--- src/rtl/pc_fetch_unit_pkg.sv ---
// Shared types and constants for the program-counter / instruction-fetch stage.
package pc_fetch_unit_pkg;

    typedef enum logic [1:0] {
        S_BOOT  = 2'd0,
        S_REQ   = 2'd1,
        S_DRAIN = 2'd2,
        S_VALID = 2'd3
    } FetchState;

    localparam logic [31:0] INSTR_BYTES = 32'd4;

    // Redirect targets are forced onto a word boundary.
    function automatic logic [31:0] word_align(input logic [31:0] addr);
        return {addr[31:2], 2'b00};
    endfunction

    function automatic logic is_misaligned(input logic [31:0] addr);
        return (addr[1:0] != 2'b00);
    endfunction

endpackage

--- src/rtl/pc_fetch_unit_redirect_latch.sv ---
// Redirect qualification: word-aligned target, pending target held across an
// in-flight fetch (latest wins), and a one-cycle misalignment pulse after capture.
module fetch_redirect_latch
    import pc_fetch_unit_pkg::*;
(
    input  logic        clk,
    input  logic        rst,
    input  logic        capture_en,
    input  logic        shouldUseNewPC,
    input  logic [31:0] branchTo,
    output logic        redirect,
    output logic [31:0] target_pc,
    output logic [31:0] pending_pc,
    output logic        misalignedPC
);

    logic [31:0] pending_q;
    logic        misaligned_q;

    // A redirect only exists while the fetch FSM is willing to take one.
    assign redirect  = capture_en && shouldUseNewPC;
    assign target_pc = word_align(branchTo);

    always_ff @(posedge clk) begin
        if (rst) begin
            pending_q    <= '0;
            misaligned_q <= 1'b0;
        end else begin
            misaligned_q <= redirect && is_misaligned(branchTo);
            if (redirect) begin
                pending_q <= target_pc;
            end
        end
    end

    assign pending_pc   = pending_q;
    assign misalignedPC = misaligned_q;

endmodule

--- src/rtl/pc_fetch_unit.sv ---
// Program counter and fetch stage: one outstanding word fetch, one held instruction.
// Ack at t gives instrValid at t+1; accept at t+1 gives the next request at t+2.
module pc_fetch_unit
    import pc_fetch_unit_pkg::*;
#(
    parameter logic [31:0] RESET_VECTOR = 32'h0000_0000
) (
    input  logic        clk,
    input  logic        rst,
    input  logic        shouldUseNewPC,
    input  logic [31:0] branchTo,
    output logic        imemReq,
    output logic [31:0] imemAddr,
    input  logic        imemAck,
    input  logic [31:0] imemRdata,
    output logic        instrValid,
    input  logic        instrReady,
    output logic [31:0] instr,
    output logic [31:0] instrPC,
    output logic [31:0] pcAddress,
    output logic        misalignedPC
);

    FetchState   state_q;
    FetchState   state_d;
    logic [31:0] fetch_pc_q;
    logic [31:0] fetch_pc_d;
    logic        capture_instr;

    logic [31:0] instr_q;
    logic [31:0] instr_pc_q;
    logic [31:0] pc_address_q;

    logic        redirect_en;
    logic        redirect;
    logic [31:0] target_pc;
    logic [31:0] pending_pc;

    // Boot cycle ignores redirects entirely.
    assign redirect_en = (state_q != S_BOOT);

    fetch_redirect_latch u_redirect (
        .clk            (clk),
        .rst            (rst),
        .capture_en     (redirect_en),
        .shouldUseNewPC (shouldUseNewPC),
        .branchTo       (branchTo),
        .redirect       (redirect),
        .target_pc      (target_pc),
        .pending_pc     (pending_pc),
        .misalignedPC   (misalignedPC)
    );

    always_ff @(posedge clk) begin
        if (rst) begin
            state_q    <= S_BOOT;
            fetch_pc_q <= RESET_VECTOR;
        end else begin
            state_q    <= state_d;
            fetch_pc_q <= fetch_pc_d;
        end
    end

    always_comb begin
        state_d       = state_q;
        fetch_pc_d    = fetch_pc_q;
        capture_instr = 1'b0;
        unique case (state_q)
            S_BOOT: begin
                state_d = S_REQ;
            end
            S_REQ: begin
                if (imemAck && redirect) begin
                    fetch_pc_d = target_pc;
                end else if (imemAck) begin
                    capture_instr = 1'b1;
                    fetch_pc_d    = fetch_pc_q + INSTR_BYTES;
                    state_d       = S_VALID;
                end else if (redirect) begin
                    state_d = S_DRAIN;
                end
            end
            S_DRAIN: begin
                // The old request must complete before the new target is issued.
                if (imemAck) begin
                    fetch_pc_d = redirect ? target_pc : pending_pc;
                    state_d    = S_REQ;
                end
            end
            S_VALID: begin
                if (redirect) begin
                    fetch_pc_d = target_pc;
                    state_d    = S_REQ;
                end else if (instrReady) begin
                    state_d = S_REQ;
                end
            end
            default: begin
                state_d = S_BOOT;
            end
        endcase
    end

    always_ff @(posedge clk) begin
        if (rst) begin
            instr_q      <= '0;
            instr_pc_q   <= '0;
            pc_address_q <= '0;
        end else if (capture_instr) begin
            instr_q      <= imemRdata;
            instr_pc_q   <= fetch_pc_q;
            pc_address_q <= fetch_pc_q + INSTR_BYTES;
        end
    end

    assign imemReq    = (state_q == S_REQ) || (state_q == S_DRAIN);
    assign imemAddr   = fetch_pc_q;
    assign instrValid = (state_q == S_VALID);
    assign instr      = instr_q;
    assign instrPC    = instr_pc_q;
    assign pcAddress  = pc_address_q;

    a_addr_stable: assert property (@(posedge clk) disable iff (rst)
        (imemReq && !imemAck) |=> $stable(imemAddr));

    a_valid_held: assert property (@(posedge clk) disable iff (rst)
        (instrValid && !instrReady && !shouldUseNewPC) |=> (instrValid && $stable(instr)));

endmodule

--- config.mk ---
export PLATFORM = sky130hd
export DESIGN_NAME = pc_fetch_unit
export DESIGN_NICKNAME = d
export VERILOG_FILES = /design/src/rtl/pc_fetch_unit_pkg.sv /design/src/rtl/pc_fetch_unit_redirect_latch.sv /design/src/rtl/pc_fetch_unit.sv
export SDC_FILE = /design/constraint.sdc
export NUM_CORES = 1
export LEC_CHECK = 0
export CAP_MARGIN = 20
export CELL_PAD_IN_SITES_DETAIL_PLACEMENT = 0
export CELL_PAD_IN_SITES_GLOBAL_PLACEMENT = 1
export CORE_UTILIZATION = 37
export CTS_CLUSTER_DIAMETER = 30
export CTS_CLUSTER_SIZE = 20
export DETAILED_ROUTE_END_ITERATION = 6
export GPL_ROUTABILITY_DRIVEN = 0
export HOLD_SLACK_MARGIN = 0.12
export PLACE_DENSITY = 0.83
export SLEW_MARGIN = 20
export SYNTH_ARGS = -nofsm -noshare
export SYNTH_HDL_FRONTEND = slang
export SYNTH_SLANG_ARGS = --single-unit
--- constraint.sdc ---
create_clock -name clk -period 4.3 [get_ports clk]
set_clock_uncertainty 0.15 [all_clocks]
set_input_delay 0.43 -clock clk [delete_from_list [all_inputs] [get_ports clk]]
set_output_delay 0.43 -clock clk [all_outputs]
set_load 0.005 [all_outputs]
==> out/results.md <==
| Quantity | This run |
|---|---|
| Startpoint type of the worst setup path | register |
| First-pass GRT wire length | 34.1 mm |
| Antenna violations before repair | 0 |
| Reported leakage power | 3.49 nW |
| Number of cells on the worst hold path | 2 |
| Antenna diode instance count | 0 |
| Maximum number of buffers from clock root to sink | 2 |
| Fraction of layout cells with a size suffix above 1 | 6.18% |
| Relative slew slack | 40.0% |
| Iteration count of the initial detailed-routing pass | 5 |
| Slowest-stage cell, CP | nor2_1 |
| Port Buffers | 199 |
| Final min period | 2930 ps |
| Number of setup buffers added after CTS | 0 |
| Clock tree from TritonCTS | built |
| Count of final hold-check violations | 0 |
| Total CTS buffers | 17 |
| Max-cap violation count | 0 |
| Endpoint of the worst hold path | instrPC[13] |
| Num ports | 200 |
| Die Wd | 139 um |
| Final clock period utilization by the worst path | 68.1% |
| Largest fanout on the critical path | 17 |
| Maximum resistive drop on vdd | 320 uV |
| Crit-path cells | inv_1 > ha_1 > nor2_1 > nand2_1 > or4_1 > a31oi_1 |
| Pin count of the biggest net entering global routing | 77 |
| RR Startpoint | state_q[0] |
| Clock root cell | clkbuf_16 |
| CORE AREA | 18200 um^2 |
| Final Max Slew Viols | 0 |
| Cell Pwr Density | 454 nW/um^2 |
| Mean instance size in the synthesized netlist | 8.12 um^2 |
| Die area | 19400 um^2 |
| Vias in the first global route | 6052 |
| Top achievable clock speed | 341 MHz |
| Via count normalized by instance count | 5.31 |
| Type of the worst setup path | register to register |
| CP Data Required Time | 4490 ps |
| Total global routing overflow | 0 |
| Clock latency on the worst-skew pair | 420 ps |
| Sequential-to-total area share from yosys stat | 46.2% |
| Routed wire length per instance | 16.9 um |
| R2R Setup Slk | 1370 ps |
| Chip Height | 139 um |
| Post-Route WL | 21.4 mm |
| Initial core utilization | 38.3% |
| Arrival @ worst endpoint | 3120 ps |
| H-tree depth | 4 |
| Register-to-Register Path Depth | 6 |
| First DRT Iteration DRCs | 418 |
| Reg-to-Reg End | imemAddr[29] |
| Cell variety after synth | 58 |
| Cell Area, Placed | 9100 um^2 |
| Number of buffers inserted by hold repair at cts | 0 |
| Worst Tran Pin Value | 900 ps |
| Asr flop ratio synth | 0% |
| Worst path top cell family by delay | simple AND/OR/NAND/NOR gates |
| Hold path start | instrPC[13] |
| Worst-path clk slew | 70 ps |
| Global-route usage over all layers | 22.1% |
| Area growth from synthesis to layout | 38.0% |
| Summed instance area of the synthesized netlist | 6980 um^2 |
| Post-route DRC violation count | 0 |
| NumNets Final | 1096 |
| Post-synthesis net count | 934 |
| Count of flip-flops with a built-in enable after synthesis | 0 |
| Routed via count | 6713 |
| Max incr delay on CP | 600 ps |
| Number of fill cells | 1777 |
| Cell Rows | 49 |
| Cells after synthesis | 860 |
| Type of the tightest min-delay check | register to register |
| Most common cell after layout, fill and taps aside | clkdlybuf4s50_1 |
| Detailed Place HPWL | 14.5 mm |
| Setup repair after global routing missed its margin | false |
| Total negative setup slack | 0 ps |
| Routed Antenna Nets | 0 |
| Top library cells by usage in the layout, fill and taps aside | clkdlybuf4s50_1, nand2_1, dfxtp_1 |
| Post-route cell area | 9640 um^2 |
| Buffers & Inverters on Critical Path | 1 |
| Number of clock sinks | 161 |
| Flip-flop and latch count after synthesis | 161 |
| Post-synth top flop | dfxtp_1 |
| Setup violations, final | 0 |
| Endpoint class of the critical path | register |
| Post-CTS resize count | 0 |
| Run status | finished clean |
| Yosys Warn Count | 0 |
[cell usage after synthesis (3+ instances only)]
library cell	n	area [um^2]
a211o_1	4	35.0
a211oi_1	12	90.1
a21o_1	5	37.5
a21oi_1	126	631
a221o_1	3	30.0
a221oi_1	18	158
a22oi_1	3	22.5
a31oi_1	8	50.1
and2_1	7	43.8
and3_1	7	43.8
buf_1	8	30.0
buf_2	13	65.1
clkbuf_1	44	165
dfxtp_1	161	3220
ha_1	5	62.6
inv_1	15	56.3
mux2_2	7	78.8
mux2i_1	11	110
nand2_1	186	698
nand2b_1	3	18.8
nand3_1	18	90.1
nand4_1	9	56.3
nand4_4	3	63.8
nor2_1	53	199
nor3_1	6	30.0
nor3_2	3	30.0
nor4_1	3	18.8
o211ai_1	5	37.5
o21ai_0	46	230
o2bb2ai_1	5	43.8
o31ai_1	4	30.0
xnor2_1	14	123
xor2_1	15	131
[tightest hold or removal path, delay by kind of cell (launching register included)]
family / cells / cell delay [ps]
AOI/OAI and AO/OA: 1 / 50
DFF: 1 / 310
and+or+nand+nor: 1 / 50
[cells by family (layout without fill, tap and decap cells)]
group	Yosys count	after routing	share of synthesized area, %
AOI/OAI and AO/OA	250	250	21.3
xor gates and xnor gates	29	29	3.64
adders and majority gates	5	5	0.896
buffers and inverters	83	258	4.82
DFF	161	161	46.2
muxes	18	18	2.71
and+or+nand+nor	314	314	20.4
[power by group]
group | internal (mW) | switching, mW
Combinational | 0.540 | 0.571
Sequential | 1.65 | 0.196
Clock | 0.805 | 0.612
[final cells by class]
cell class / count / area [um^2] / area share (%)
multi-input cells: 616 / 3440 / 35.7
clock buffers: 21 / 450 / 4.67
well taps: 229 / 287 / 2.97
inverters: 15 / 56.3 / 0.584
repair buffers: 211 / 2090 / 21.7
flip-flops and latches: 161 / 3220 / 33.4
clock inverters: 11 / 90.1 / 0.935
[how the worst max path moves through the flow]
stage,start,endpoint,cells after the start
CTS,state_q[0],imemAddr[29],6
global route,state_q[0],imemAddr[29],6
global placement,shouldUseNewPC,imemAddr[20],7
finish,state_q[0],imemAddr[29],6
detailed placement,shouldUseNewPC,pcAddress[2],5
floorplan,state_q[0],imemAddr[22],7
[layer usage]
metal  track usage, %  up-vias  share of wire, %
met4             6.55        0               1.2
met5                0        -                 0
met2             33.6      265                45
li1                 -     3310                 -
met1             30.8     3118                47
met3             5.37       20               7.3
[sequential cells by signal (all words and copies together), names as in the netlist]
name / cells
imemAddr: 32
instr: 32
instrPC: 32
pcAddress: 30
state_q: 2
u_redirect.misalignedPC: 1
u_redirect.pending_pc: 32
[through the flow]
step,cells,power (mW),hold slack [ps],worst slack (ps),utilization (%)
CTS,1264,4.40,305,1430,52.9
global placement,1232,2.98,291,1370,50.0
floorplan,860,2.42,286,2240,-
global route,1264,4.60,320,1220,52.9
finish,1264,4.38,302,1370,52.9
detailed placement,1232,2.98,296,1320,50.0
Note: power is estimated with default switching activity, not from simulation.
